`src/rtl/lcd_sum_pkg.sv`:
```
// Shared types and constants for the LCD sum display: FSM states, nibble phases,
// LCD command bytes, ASCII codes and a digit-count helper.
package lcd_sum_pkg;

   typedef enum logic [2:0] {
      ST_PWR_WAIT,
      ST_INIT,
      ST_IDLE,
      ST_CONVERT,
      ST_HOME,
      ST_WRITE
   } state_e;

   typedef enum logic [1:0] {
      PH_IDLE,
      PH_SETUP,
      PH_PULSE,
      PH_HOLD
   } phase_e;

   localparam logic [7:0] CMD_FUNC_SET   = 8'h28;
   localparam logic [7:0] CMD_ENTRY_MODE = 8'h06;
   localparam logic [7:0] CMD_DISP_ON    = 8'h0C;
   localparam logic [7:0] CMD_CLEAR      = 8'h01;
   localparam logic [7:0] CMD_HOME       = 8'h80;

   localparam logic [7:0] ASCII_ZERO  = 8'h30;
   localparam logic [7:0] ASCII_SPACE = 8'h20;

   // four wake-up nibbles followed by four command bytes
   localparam int INIT_NIBBLES = 12;

   function automatic int digit_count(input int bits);
      int v;
      int n;
      v = (1 << bits) - 1;
      n = 1;
      v = v / 10;
      while (v > 0) begin
         n++;
         v = v / 10;
      end
      return n;
   endfunction

   function automatic logic [3:0] init_nibble(input logic [4:0] idx);
      logic [3:0] n;
      case (idx)
         5'd0, 5'd1, 5'd2: n = 4'h3;
         5'd3:  n = 4'h2;
         5'd4:  n = CMD_FUNC_SET[7:4];
         5'd5:  n = CMD_FUNC_SET[3:0];
         5'd6:  n = CMD_ENTRY_MODE[7:4];
         5'd7:  n = CMD_ENTRY_MODE[3:0];
         5'd8:  n = CMD_DISP_ON[7:4];
         5'd9:  n = CMD_DISP_ON[3:0];
         5'd10: n = CMD_CLEAR[7:4];
         5'd11: n = CMD_CLEAR[3:0];
         default: n = 4'h0;
      endcase
      return n;
   endfunction

endpackage

```
`src/rtl/lcd_nibble_tx.sv`:
```
// Three-phase LCD nibble transmitter (setup / enable pulse / hold), each phase
// STEP_CYCLES long; ack is high on the final hold cycle.
module lcd_nibble_tx
   import lcd_sum_pkg::*;
#(
   parameter int STEP_CYCLES = 50
) (
   input  logic       clk,
   input  logic       rst,
   input  logic       load,
   input  logic [3:0] nib,
   input  logic       rs,
   output logic       ack,
   output logic       lcd_e,
   output logic [3:0] lcd_d,
   output logic       lcd_rs
);

   localparam logic [15:0] STEP_LAST = 16'(STEP_CYCLES - 1);

   phase_e      phase_q, phase_d;
   logic [15:0] cnt_q, cnt_d;
   logic [3:0]  data_q, data_d;
   logic        rs_q, rs_d;

   always_ff @(posedge clk) begin
      if (rst) begin
         phase_q <= PH_IDLE;
         cnt_q   <= '0;
         data_q  <= '0;
         rs_q    <= 1'b0;
      end else begin
         phase_q <= phase_d;
         cnt_q   <= cnt_d;
         data_q  <= data_d;
         rs_q    <= rs_d;
      end
   end

   always_comb begin
      phase_d = phase_q;
      cnt_d   = cnt_q;
      data_d  = data_q;
      rs_d    = rs_q;
      ack     = 1'b0;
      case (phase_q)
         PH_IDLE: begin
            if (load) begin
               phase_d = PH_SETUP;
               cnt_d   = STEP_LAST;
               data_d  = nib;
               rs_d    = rs;
            end
         end
         PH_SETUP, PH_PULSE: begin
            if (cnt_q == 16'd0) begin
               phase_d = (phase_q == PH_SETUP) ? PH_PULSE : PH_HOLD;
               cnt_d   = STEP_LAST;
            end else begin
               cnt_d = cnt_q - 16'd1;
            end
         end
         PH_HOLD: begin
            if (cnt_q == 16'd0) begin
               phase_d = PH_IDLE;
               ack     = 1'b1;
            end else begin
               cnt_d = cnt_q - 16'd1;
            end
         end
         default: phase_d = PH_IDLE;
      endcase
   end

   // data and rs stay latched after the transfer so the bus never glitches
   assign lcd_e  = (phase_q == PH_PULSE);
   assign lcd_d  = data_q;
   assign lcd_rs = rs_q;

endmodule

```
`src/rtl/lcd_sum_display.sv`:
```
// Adds two operands, converts the sum to BCD and draws it on a 4-bit LCD.
// Optional macro LCD_SUM_AUTO_REFRESH_EN adds a periodic redraw from IDLE.
//
// state      | meaning
// PWR_WAIT   | power-up delay after reset
// INIT       | wake-up nibbles, setup commands, clear delay
// IDLE       | waiting for start (busy low)
// CONVERT    | shift-add-3 binary to BCD, one bit per cycle
// HOME       | cursor home command
// WRITE      | send decimal characters, MS digit first
module lcd_sum_display
   import lcd_sum_pkg::*;
#(
   parameter int WIDTH          = 4,
   parameter int STEP_CYCLES    = 50,
   parameter int POWERUP_CYCLES = 750000,
   parameter int CLEAR_CYCLES   = 82000,
   parameter int REFRESH_CYCLES = 2500000
) (
   input  logic             clk,
   input  logic             rst,
   input  logic             start,
   input  logic [WIDTH-1:0] a,
   input  logic [WIDTH-1:0] b,
   input  logic             cin,
   output logic [WIDTH:0]   sum,
   output logic             busy,
   output logic             done,
   output logic             sf_e,
   output logic             lcd_e,
   output logic             lcd_rs,
   output logic             lcd_rw,
   output logic [3:0]       lcd_d
);

   localparam int          DIGITS     = digit_count(WIDTH + 1);
   localparam int          BCD_W      = 4 * DIGITS;
   localparam logic [31:0] PWR_LAST   = 32'(POWERUP_CYCLES - 1);
   localparam logic [31:0] CLR_LAST   = 32'(CLEAR_CYCLES - 1);
   localparam logic [31:0] CONV_LAST  = 32'(WIDTH);
   localparam logic [4:0]  WRITE_LAST = 5'(2 * DIGITS - 1);

   state_e           state_q, state_d;
   logic [31:0]      wait_q, wait_d;
   logic [4:0]       idx_q, idx_d;
   logic             pend_q, pend_d;
   logic [WIDTH:0]   sum_q, sum_d;
   logic [WIDTH:0]   sh_q, sh_d;
   logic [BCD_W-1:0] bcd_q, bcd_d;

   logic             req;
   logic [WIDTH:0]   sum_new;
   logic [BCD_W-1:0] bcd_adj;
   logic [BCD_W+WIDTH:0] shift_v;
   logic [7:0]       cur_char;
   logic [7:0]       chr;
   logic [3:0]       dig;
   logic             lead;
   logic             sending;
   logic             seq_last;
   logic             tx_load, tx_rs, tx_ack;
   logic [3:0]       tx_nib;

`ifdef LCD_SUM_AUTO_REFRESH_EN
   localparam logic [31:0] REF_LAST = 32'(REFRESH_CYCLES - 1);
   logic [31:0] ref_q, ref_d;
   logic        ref_hit;

   always_ff @(posedge clk) begin
      if (rst) ref_q <= '0;
      else     ref_q <= ref_d;
   end

   // counts only while idle, so the period restarts on every entry to IDLE
   assign ref_hit = (state_q == ST_IDLE) && (ref_q == REF_LAST);
   assign req     = start || ref_hit;
   assign ref_d   = (state_q != ST_IDLE || req) ? 32'd0 : ref_q + 32'd1;
`else
   assign req = start;
`endif

   always_ff @(posedge clk) begin
      if (rst) begin
         state_q <= ST_PWR_WAIT;
         wait_q  <= '0;
         idx_q   <= '0;
         pend_q  <= 1'b0;
         sum_q   <= '0;
         sh_q    <= '0;
         bcd_q   <= '0;
      end else begin
         state_q <= state_d;
         wait_q  <= wait_d;
         idx_q   <= idx_d;
         pend_q  <= pend_d;
         sum_q   <= sum_d;
         sh_q    <= sh_d;
         bcd_q   <= bcd_d;
      end
   end

   assign sum_new = {1'b0, a} + {1'b0, b} + {{WIDTH{1'b0}}, cin};

   always_comb begin
      bcd_adj = bcd_q;
      for (int k = 0; k < DIGITS; k++) begin
         if (bcd_q[4*k +: 4] >= 4'd5) bcd_adj[4*k +: 4] = bcd_q[4*k +: 4] + 4'd3;
      end
      shift_v = {bcd_adj, sh_q} << 1;
   end

   // leading zeros blank, least significant digit always a numeral
   always_comb begin
      lead     = 1'b1;
      cur_char = ASCII_SPACE;
      chr      = ASCII_SPACE;
      dig      = 4'd0;
      for (int k = DIGITS - 1; k >= 0; k--) begin
         dig = bcd_q[4*k +: 4];
         if (lead && dig == 4'd0 && k != 0) begin
            chr = ASCII_SPACE;
         end else begin
            chr  = ASCII_ZERO + {4'd0, dig};
            lead = 1'b0;
         end
         if (k == DIGITS - 1 - int'(idx_q[4:1])) cur_char = chr;
      end
   end

   always_comb begin
      state_d  = state_q;
      wait_d   = wait_q;
      idx_d    = idx_q;
      pend_d   = pend_q;
      sum_d    = sum_q;
      sh_d     = sh_q;
      bcd_d    = bcd_q;
      tx_load  = 1'b0;
      tx_nib   = 4'h0;
      tx_rs    = 1'b0;
      done     = 1'b0;
      sending  = 1'b0;
      seq_last = 1'b0;
      case (state_q)
         ST_PWR_WAIT: begin
            if (wait_q == PWR_LAST) begin
               state_d = ST_INIT;
               wait_d  = '0;
               idx_d   = '0;
               pend_d  = 1'b0;
            end else begin
               wait_d = wait_q + 32'd1;
            end
         end
         ST_INIT: begin
            if (idx_q < 5'(INIT_NIBBLES)) begin
               sending  = 1'b1;
               tx_nib   = init_nibble(idx_q);
               seq_last = (idx_q == 5'(INIT_NIBBLES - 1));
            end else if (wait_q == CLR_LAST) begin
               state_d = ST_IDLE;
               wait_d  = '0;
            end else begin
               wait_d = wait_q + 32'd1;
            end
         end
         ST_IDLE: begin
            if (req) begin
               sum_d   = sum_new;
               sh_d    = sum_new;
               bcd_d   = '0;
               wait_d  = '0;
               state_d = ST_CONVERT;
            end
         end
         ST_CONVERT: begin
            bcd_d = shift_v[BCD_W+WIDTH:WIDTH+1];
            sh_d  = shift_v[WIDTH:0];
            if (wait_q == CONV_LAST) begin
               state_d = ST_HOME;
               wait_d  = '0;
               idx_d   = '0;
               pend_d  = 1'b0;
            end else begin
               wait_d = wait_q + 32'd1;
            end
         end
         ST_HOME: begin
            sending  = 1'b1;
            tx_nib   = idx_q[0] ? CMD_HOME[3:0] : CMD_HOME[7:4];
            seq_last = (idx_q == 5'd1);
         end
         ST_WRITE: begin
            sending  = 1'b1;
            tx_rs    = 1'b1;
            tx_nib   = idx_q[0] ? cur_char[3:0] : cur_char[7:4];
            seq_last = (idx_q == WRITE_LAST);
         end
         default: state_d = ST_PWR_WAIT;
      endcase

      // one nibble in flight at a time; the next load waits for ack
      if (sending) begin
         if (!pend_q) begin
            tx_load = 1'b1;
            pend_d  = 1'b1;
         end
         if (tx_ack) begin
            pend_d = 1'b0;
            idx_d  = idx_q + 5'd1;
            if (seq_last) begin
               case (state_q)
                  ST_INIT: wait_d = '0;
                  ST_HOME: begin
                     state_d = ST_WRITE;
                     idx_d   = '0;
                  end
                  ST_WRITE: begin
                     state_d = ST_IDLE;
                     idx_d   = '0;
                     done    = 1'b1;
                  end
                  default: ;
               endcase
            end
         end
      end
   end

   lcd_nibble_tx #(
      .STEP_CYCLES(STEP_CYCLES)
   ) u_tx (
      .clk   (clk),
      .rst   (rst),
      .load  (tx_load),
      .nib   (tx_nib),
      .rs    (tx_rs),
      .ack   (tx_ack),
      .lcd_e (lcd_e),
      .lcd_d (lcd_d),
      .lcd_rs(lcd_rs)
   );

   assign sum    = sum_q;
   assign busy   = (state_q != ST_IDLE);
   assign sf_e   = 1'b1;
   assign lcd_rw = 1'b0;

endmodule

```
`config.mk`:
```
export PLATFORM = sky130hd
export DESIGN_NAME = lcd_sum_display
export DESIGN_NICKNAME = d
export VERILOG_FILES = /design/src/rtl/lcd_sum_pkg.sv /design/src/rtl/lcd_nibble_tx.sv /design/src/rtl/lcd_sum_display.sv
export SDC_FILE = /design/constraint.sdc
export NUM_CORES = 1
export LEC_CHECK = 0
export CORE_UTILIZATION = 38
export DETAILED_ROUTE_END_ITERATION = 8
export SLEW_MARGIN = 20
export SYNTH_ARGS = -nofsm -noshare
export SYNTH_HDL_FRONTEND = slang
export SYNTH_SLANG_ARGS = --single-unit
```
`constraint.sdc`:
```
create_clock -name clk -period 2.2 [get_ports clk]
set_input_delay 0.44 -clock clk [delete_from_list [all_inputs] [get_ports clk]]
set_output_delay 0.44 -clock clk [all_outputs]
set_load 0.05 [all_outputs]
```
; ---- After elaboration in Yosys (flattened, before gate mapping)
; Memories as Yosys holds them, arrays and structs flattened. A register that Yosys moved wholly into a read port is not among the register bits.
; Index checks and enable logic that the tools add are counted.
[totals]
regBits = 82
mem_bits_ro = 64
inputBits = 12
out_inout_bits = 15
wordCells = 128
n_memories = 1
[memory_table]
columns = memory, depth, width, read_ports, rd_ports_with_merged_regs, write_ports, line
row1 = (name not given), 16, 4, 1, 1, 0, lcd_sum_pkg.sv:48  ; case (idx)
[op_classes]
n_addsub = 10
magnitude_cmp = 3
n_eq_ne = 21
n_mux = 69
n_reduce_logical = 13
[op_table]
columns = op, count
row1 = 32-bit 2-to-1 mux, 9
row2 = 32-bit case mux with 4 select lines, 1
row3 = 16-bit 2-to-1 mux, 3
row4 = 16-bit case mux with 3 select lines, 1
row5 = 5-bit 2-to-1 mux, 7
row6 = "32-bit by 1-bit adder with 32-bit output, second input constant", 1
row7 = "2-bit by 32-bit equality test with 1-bit output, first input constant", 1
row8 = "32-bit by 17-bit equality test with 1-bit output, second input constant", 1
row9 = "32-bit by 20-bit equality test with 1-bit output, second input constant", 1
row10 = "32-bit by 3-bit equality test with 1-bit output, second input constant", 1
row11 = 32-bit zero test, 1
row12 = 3-bit 2-to-1 mux, 9
row13 = 4-bit 2-to-1 mux, 6
row14 = 8-bit 2-to-1 mux, 3
row15 = 5-bit case mux with 2 select lines, 2
row16 = 16-bit zero test, 1
row17 = 1-bit 2-to-1 mux, 16
row18 = 8-bit case mux with 2 select lines, 1
row19 = "16-bit by 1-bit subtractor with 16-bit output, second input constant", 1
row20 = 3-bit case mux with 5 select lines, 1
row21 = "6-bit by 4-bit adder with 7-bit output, first input constant", 2
row22 = 4-bit case mux with 3 select lines, 1
row23 = "4-bit by 3-bit greater-or-equal comparator with 1-bit output, second input constant", 2
row24 = 2-bit AND reduction, 4
row25 = other kinds (30), 40

; ---- Longest topological paths before layout
; Gate-level depths: netlist of run 1.
[logic_depth]
depth_word = 8
ltp_mapped = 12

; ---- By module
; From an unflattened synthesis of run 1, not the netlist that was laid out.
[unflattened]
hier_cells = 675
hier_area_um2 = 5185.0
[by_module_without_submodules]
columns = mod, n_inst, cells_each, area_per_inst_um2
row1 = lcd_sum_display, 1, 515, 3895.0
row2 = lcd_nibble_tx, 1, 160, 1290.0

; ---- Worst setup path before layout of run 1
; No wires, ideal clock.
[synth_timing]
kind = flip-flop to output port
start = reg u_tx.cnt_q[6]
end = out done
t_arrival_ns = 2.667
required_ns = 1.760
setup_slack_ns = -0.907
stages_incl_launch_ff = 5
n_path_buf = 0
cell_sequence = dfxtp_1 or4_4 nor4_1 nand3_1 nor3b_1
[synth_via]
elab_chain_len = 5
[synth_lines]
columns = item, line
row1 = start: declaration, lcd_nibble_tx.sv:22  ; logic [15:0] cnt_q, cnt_d;
row2 = start signal: assignment, lcd_nibble_tx.sv:34  ; cnt_q <= cnt_d;
row3 = 16-bit zero test, lcd_nibble_tx.sv:64  ; if (cnt_q == 16'd0) begin
row4 = 1-bit 2-to-1 mux, lcd_nibble_tx.sv:64
row5 = 1-bit 2-to-1 mux, lcd_nibble_tx.sv:46  ; case (phase_q)
row6 = 1-bit 2-to-1 mux, lcd_sum_display.sv:208  ; if (tx_ack) begin
row7 = 1-bit 2-to-1 mux, lcd_sum_display.sv:203  ; if (sending) begin
row8 = end: declaration, lcd_sum_display.sv:28  ; output logic done,
; No other way between the ends.

; ---- Worst setup path after layout of run 1
[layout_timing]
start = reg u_tx.cnt_q[2]
end = out done
; The elaborated chain is that of the path after synthesis.

==> reports/summary.json, run 1 <==
{
  "synth.ff_latch_count": 86,
  "cp.arrival_ps": 2150,
  "initial_core_util_pct": 38.9,
  "routabilityCongestion": 0.951,
  "root_buffer": "sky130_fd_sc_hd__clkbuf_16",
  "synth_top_area_share_pct": 33.6,
  "die_width_um": 118,
  "worst-endpoint-required_ps": 1760,
  "slew-limit-headroom_pct": 52.8,
  "total_nets_final": 858,
  "detail_route.first_pass.iterations": 5,
  "post_route_cells_drive_above_1_share_pct": 38.1,
  "antenna-diode-count": 0,
  "cts_tree": "built",
  "setup_ws_ps": -385,
  "run_status": "finished with violations",
  "worst-slew-pin-transition_ps": 706,
  "dp_hpwl_um": 11100,
  "fill_cells": 1131,
  "crit_fanout": 2,
  "clk-insertion-delay-late_ps": 350,
  "critPathKind": "reg -> out",
  "drc": 0,
  "num_vias": 5804,
  "ys.warnings.count": 0,
  "portBuffers": 24,
  "synth-async-reset-ratio_pct": 0,
  "antenna_violating_nets_post_route": 0,
  "wl_um": 17600,
  "final_min_period_over_clock_period_pct": 118,
  "total_power_mw": 7.10,
  "synth_enable_flop_cells": 0,
  "avgViaCountPerCell": 5.79,
  "failed_checks": "negative setup slack",
  "mean_post_synth_cell_area_um2": 7.81,
  "post-route-min-period_ps": 2590,
  "via_count_of_the_first_global_routing_pass": 5526,
  "worst_path_clk_slew_ps": 60,
  "clock_tree.htree_level_count": 3,
  "hold_class": "reg -> reg",
  "number_of_buffers_inserted_by_hold_repair_at_cts": 0,
  "synth_area_leader_cell": "sky130_fd_sc_hd__dfxtp_1",
  "design.die.area_mm2": 0.0140,
  "grt_max_degree": 27,
  "grt_overflow_total": 0,
  "clock-sinks": 86,
  "timing.fmax_ghz": 0.387,
  "rows": 42,
  "finalSetupViolations": 55,
  "gr-usage-all-layers_pct": 23.4,
  "synth_area_leaders": "sky130_fd_sc_hd__dfxtp_1 34%, sky130_fd_sc_hd__a21oi_1 6.2%, sky130_fd_sc_hd__ha_1 5.1%",
  "timing.reg2reg.worst_path_depth": 12,
  "top_level_ports": 27,
  "power_per_cell_area_mw_per_mm2": 893,
  "critPathCaptureType": "output port",
  "die_height_um": 118,
  "pre_cts_slack_ps": -411,
  "avgRoutedWirePerCell_um": 17.6,
  "hold_viol_final": 0,
  "fin_skew_ps": 5.75,
  "core_mm2": 0.0132,
  "vdd_ir_drop_max_uv": 965,
  "sequential_cell_area_fraction_in_the_yosys_report_pct": 33.6,
  "grt_antenna_before_repair": 0,
  "top_flip_flop_cell_by_instance_count_after_synthesis": "sky130_fd_sc_hd__dfxtp_1",
  "distinct_cells_synth": 73,
  "wire_length_of_the_first_global_routing_pass_um": 26300,
  "critical_path.startpoint_type": "register",
  "finalMaxSlewViolations": 0,
  "cts_inserted_buffers": 9,
  "synthCells": 657,
  "initialDrtViolationCount": 400,
  "cts.path.max_buffers": 2,
  "leakage_nw": 2.98,
  "hold-path-cell-count": 2,
  "synthesis.nets": 692,
  "rsz_0062_raised_after_global_routing": "yes",
  "synthToLayoutAreaGrowth_pct": 54.9,
  "synthesis.area_mm2": 0.00513,
  "drv.max_cap_violation_count": 0
}
==> cell usage in the layout, fill, tap and decap left out, types with 6 or more instances in the layout <==
cell type / n
sky130_fd_sc_hd__nand2_1: 53
sky130_fd_sc_hd__buf_4: 140
sky130_fd_sc_hd__nor2_4: 7
sky130_fd_sc_hd__and3_1: 9
sky130_fd_sc_hd__buf_6: 18
sky130_fd_sc_hd__a31oi_4: 6
sky130_fd_sc_hd__nor2_1: 53
sky130_fd_sc_hd__o21ai_0: 13
sky130_fd_sc_hd__nand2b_1: 7
sky130_fd_sc_hd__a211oi_2: 11
sky130_fd_sc_hd__clkbuf_16: 11
sky130_fd_sc_hd__o21ai_1: 10
sky130_fd_sc_hd__nor3_1: 29
sky130_fd_sc_hd__a41oi_2: 6
sky130_fd_sc_hd__a22oi_1: 7
sky130_fd_sc_hd__xnor2_1: 13
sky130_fd_sc_hd__nand4_1: 10
sky130_fd_sc_hd__a21oi_1: 43
sky130_fd_sc_hd__xor2_1: 7
sky130_fd_sc_hd__nand3_1: 39
sky130_fd_sc_hd__a21o_1: 7
sky130_fd_sc_hd__clkdlybuf4s50_1: 21
sky130_fd_sc_hd__ha_1: 19
sky130_fd_sc_hd__dfxtp_1: 80
sky130_fd_sc_hd__buf_12: 6
sky130_fd_sc_hd__inv_1: 20
sky130_fd_sc_hd__a21oi_2: 17
sky130_fd_sc_hd__nor2_2: 8
sky130_fd_sc_hd__nor4_1: 8
sky130_fd_sc_hd__a211oi_1: 8
sky130_fd_sc_hd__a31oi_1: 11
==> cell type report <==
type	count	area (um^2)	share of cell area (%)
Clock buffer	10	229	2.88
Clock inverter	4	97.6	1.23
Inverter	21	78.8	0.992
Multi-Input combinational cell	514	3880	48.8
Sequential cell	86	1730	21.8
Tap cell	176	220	2.77
Timing Repair Buffer	191	1710	21.5
==> sequential cells by signal, indices dropped and copies added, names as in the netlist, named ones only <==
signal / flops
state_q: 3
pend_q: 1
u_tx.lcd_d: 4
u_tx.cnt_q: 16
wait_q: 32
bcd_q: 8
u_tx.lcd_rs: 1
u_tx.phase_q: 2
sum: 5
sh_q: 5
idx_q: 5
==> report_power, final <==
group          internal [mW]  switching, mW  total, mW
Clock                   1.10          0.657       1.76
Combinational           1.75           1.75       3.50
Sequential              1.72          0.116       1.84
==> Yosys cell counts, drive strengths merged, types with 4 or more instances <==
library cell	n
nor3	32
a41oi	6
a211oi	19
mux2i	4
a22oi	9
and3	10
a31oi	20
a21oi	65
or4	5
xor2	7
ha	21
nand4	10
nor2b	4
and2	4
a311oi	8
nand2b	7
buf	12
o21ai	27
nor4	14
nand3	41
nand2	59
nor2	68
or2	4
a21o	8
inv	21
xnor2	13
dfxtp	86
or3	6
clkbuf	22
==> metrics by stage <==
step	instances	area, um^2	hold WS (ps)	utilization [%]	TNS, ps
2_1_floorplan	657	5170	432	-	-1290
3_3_place_gp	961	6520	445	49.5	-9600
3_5_place_dp	961	6520	454	49.5	-11330
4_1_cts	990	7270	462	55.1	-6580
5_1_grt	1002	7950	477	60.2	-13850
6_report	1002	7950	459	60.2	-9220
==> path summary, 6_finish.rpt <==
path | startpoint | to | slack [ps]
max | u_tx.cnt_q[2] | done | -390
min | sh_q[4] | bcd_q[0] | 460
max reg2reg | wait_q[10] | register | -290
min reg2reg | sh_q[4] | bcd_q[0] | 460
==> critical path, stage by stage, from the launching register on <==
cell                      delay (ps)
sky130_fd_sc_hd__dfxtp_1         310
sky130_fd_sc_hd__or4_4           570
sky130_fd_sc_hd__nor4_4          310
sky130_fd_sc_hd__nand3_2         150
sky130_fd_sc_hd__nor3b_4         280
sky130_fd_sc_hd__buf_12          180
==> per-layer routing <==
layer | up-vias | wire, um | GRT usage, % | part of all wire [%]
met3 | 53 | 910 | 6.03 | 5.2
met2 | 193 | 9120 | 41.4 | 52
li1 | 2741 | - | - | -
met5 | - | 0 | 0 | 0
met1 | 2817 | 7050 | 26.7 | 40
met4 | 0 | 566 | 9.05 | 3.2
==> repair_timing <==
item / CTS / global route
setup buffers: 12 / 11
endpoints found under the setup margin: 56 / 59
gates cloned: 3 / 4
resized for setup: 49 / 126
pin swaps: 23 / 69
==> cell families (layout without fill, tap and decap cells) <==
family / Yosys count / count (layout) / share of synthesized area (%)
buf+inv: 57 / 226 / 5.22
simple gates: 277 / 277 / 27.1
other cells: 2 / 2 / 0.146
flops: 86 / 86 / 33.6
mux: 6 / 6 / 1.22
xor+xnor: 20 / 20 / 3.41
fa+ha+maj: 23 / 23 / 5.90
compound gates: 186 / 186 / 23.5
Note: power is estimated with default switching activity, not from simulation.
==> inputs of run 2 (changes only) <==
--- a/config.mk
+++ b/config.mk
@@ -7,6 +7,8 @@
 export LEC_CHECK = 0
 export CORE_UTILIZATION = 38
 export DETAILED_ROUTE_END_ITERATION = 8
+export DONT_BUFFER_PORTS = 1
+export PLACE_DENSITY = 0.64
 export SLEW_MARGIN = 20
 export SYNTH_ARGS = -nofsm -noshare
 export SYNTH_HDL_FRONTEND = slang
==> run 2 against run 1 <==
  * The flow still finishes with violations (negative setup slack)
  * Flip-flop and latch count did not move
  * Power decreased by 2.1%
  * Clock-buffer cell count stayed put
  * Hold slack got worse by 310 ps
  * Sequential share of layout area is 1.1 points higher
  * Critical path depth is 1 higher
  * Clock skew grew 1.5 ps
  * Global-route usage rose by 1.1 points
  * Largest cell class unchanged
==> reports/summary.json, run 2 (same netlist as run 1, synthesis figures left out) <==
{
  "layout.cell_area.non_filler_mm2": 0.00757,
  "finalSetupViolations": 58,
  "cts.path.max_buffers": 2,
  "power_report.internal_total_mw": 4.45,
  "fill_cells": 1137,
  "antenna_violating_nets_post_route": 0,
  "die_height_um": 118,
  "grt.met1_usage_pct": 26.7,
  "timing.fmax_ghz": 0.372,
  "wire_length_of_the_first_global_routing_pass_um": 27300,
  "hold_class": "in -> reg",
  "p_sw_mw": 2.50,
  "instances_no_fill": 982,
  "total_power_mw": 6.95,
  "finalMaxSlewViolations": 0,
  "critPathCaptureType": "output port",
  "worst_path_clk_slew_ps": 70,
  "synthToLayoutAreaGrowth_pct": 47.6,
  "grtUsageMet3_pct": 4.63,
  "grt_overflow_total": 0,
  "avgViaCountPerCell": 5.85,
  "antenna-diode-count": 0,
  "routabilityCongestion": 0.932,
  "cp.arrival_ps": 2250,
  "top_level_ports": 27,
  "grt_max_degree": 45,
  "hold-path-cell-count": 1,
  "critPathSlowestCell": "sky130_fd_sc_hd__or4_4",
  "drc": 0,
  "via_count_of_the_first_global_routing_pass": 5821,
  "cts_tree": "built",
  "crit_fanout": 4,
  "fin_skew_ps": 7.21,
  "netSwitchingFraction_pct": 35.9,
  "hold_viol_final": 0,
  "number_of_placed_instances_with_taps_included": 937,
  "largest_registers": "wait_q: 32 flops, u_tx.cnt_q: 16 flops, bcd_q: 8 flops",
  "failed_checks": "negative setup slack",
  "clock-sinks": 86,
  "globalRouteMet2Util_pct": 44.0,
  "largest_reg_by_ff_count": "wait_q",
  "post_route_cells_drive_above_1_share_pct": 37.0,
  "path_delay_family": "simple AND/OR/NAND/NOR gates",
  "critical_path.startpoint_type": "register",
  "core_mm2": 0.0132,
  "final.hold.worst_slack_ps": 147,
  "slew-limit-headroom_pct": 63.3,
  "run_status": "finished with violations",
  "setup_ws_ps": -489,
  "detail_route.first_pass.iterations": 5,
  "root_buffer": "sky130_fd_sc_hd__clkbuf_16",
  "design.die.area_mm2": 0.0140,
  "wl_um": 17800,
  "critPathMaxStageDelay_ps": 560,
  "leakage_nw": 2.86,
  "top_usage_layer": "met2",
  "seq_power_share_pct": 26.8,
  "worstPathCellList": "or4_4 -> nor4_4 -> nand3_2 -> buf_6 -> nor3b_4 -> buf_12",
  "num_vias": 5742,
  "post-route-min-period_ps": 2690,
  "detailed_place.area_mm2": 0.00627,
  "clockPowerShare_pct": 23.2,
  "setup_tns_ps": -13310,
  "worst-slew-pin-transition_ps": 551,
  "final_min_period_over_clock_period_pct": 122,
  "clk-insertion-delay-late_ps": 350,
  "vdd_ir_drop_max_uv": 817,
  "power_per_cell_area_mw_per_mm2": 918,
  "drv.max_cap_violation_count": 0,
  "worstPathBufferInverterCount": 2,
  "number_of_cells_on_the_critical_path": 6,
  "final_common_cell": "sky130_fd_sc_hd__buf_4",
  "critPathKind": "reg -> out",
  "cts_inserted_buffers": 9,
  "rows": 42,
  "portBuffers": 0,
  "gr-usage-all-layers_pct": 24.5,
  "final_cell_mix": "144 x sky130_fd_sc_hd__buf_4, 81 x sky130_fd_sc_hd__dfxtp_1, 57 x sky130_fd_sc_hd__nor2_1",
  "number_of_buffers_inserted_by_hold_repair_at_cts": 0,
  "initialDrtViolationCount": 558,
  "total_nets_final": 836,
  "clock_tree.htree_level_count": 3,
  "avgRoutedWirePerCell_um": 18.2,
  "dp_hpwl_um": 11200,
  "worst-endpoint-required_ps": 1760,
  "rsz_0062_raised_after_global_routing": "yes",
  "largest_reg_flops": 32,
  "initial_core_util_pct": 38.9,
  "grt_antenna_before_repair": 0,
  "die_width_um": 118,
  "timing.reg2reg.worst_path_depth": 11,
  "power.share.combinational_pct": 50.0
}
==> run 2: cell types whose count changed in the layout (fill, tap and decap cells not counted), sizes merged <==
| cell | change |
|---|---|
| clkinv | +4 |
| clkinvlp | -1 |
| inv | +1 |
| bufinv | -2 |
| clkdlybuf4s50 | -21 |
| buf | -1 |
==> run 2: worst reg2reg max path, delay by kind of cell, from the launching register on <==
family / cells / cell delay (ps)
fa+ha+maj: 1 / 280
compound gates: 3 / 330
simple gates: 5 / 990
buf+inv: 1 / 190
flops: 1 / 530
mux: 1 / 200
==> run 2: per-layer routing <==
layer,part of all wire [%],up-vias
met1,38,2698
li1,-,2709
met4,4.6,0
met2,51,253
met3,6.5,82
met5,0,-
==> run 2: timing repair <==
action,CTS,global route
gates resized for setup,85,67
setup buffers,17,11
setup endpoints to repair,53,60
cloned,4,2
pin swaps,44,28
==> run 2: final cells by class <==
| cell class | count | area (um^2) | share of cell area (%) |
|---|---|---|---|
| Timing Repair Buffer | 169 | 1460 | 19.2 |
| Multi-Input combinational cell | 514 | 3780 | 49.9 |
| Clock buffer | 10 | 239 | 3.16 |
| Inverter | 21 | 78.8 | 1.04 |
| Tap cell | 176 | 220 | 2.91 |
| Sequential cell | 86 | 1730 | 22.9 |
| Clock inverter | 6 | 70.1 | 0.925 |
==> run 2: path summary, 6_finish.rpt <==
kind	from	endpoint	slack (ps)
worst max-delay path	u_tx.cnt_q[9]	done	-490
worst min-delay path	rst	u_tx.cnt_q[0]	150
worst min register to register	sh_q[4]	bcd_q[0]	450
worst max register to register	wait_q[13]	register	-420
==> run 2: through the flow <==
step / util, % / worst slack [ps]
2_1_floorplan: - / -202
3_3_place_gp: 47.5 / -319
3_5_place_dp: 47.5 / -340
4_1_cts: 54.6 / -428
5_1_grt: 57.4 / -550
6_report: 57.4 / -489
==> run 2: power groups by stage <==
stage / logic, mW / clock network [mW] / registers, mW
detailed placement: 2.38 / 0 / 1.89
global placement: 2.31 / 0 / 1.88
finish: 3.48 / 1.61 / 1.86
global route: 3.71 / 1.68 / 1.88
CTS: 3.09 / 1.63 / 1.86
floorplan: 1.45 / 0 / 1.93
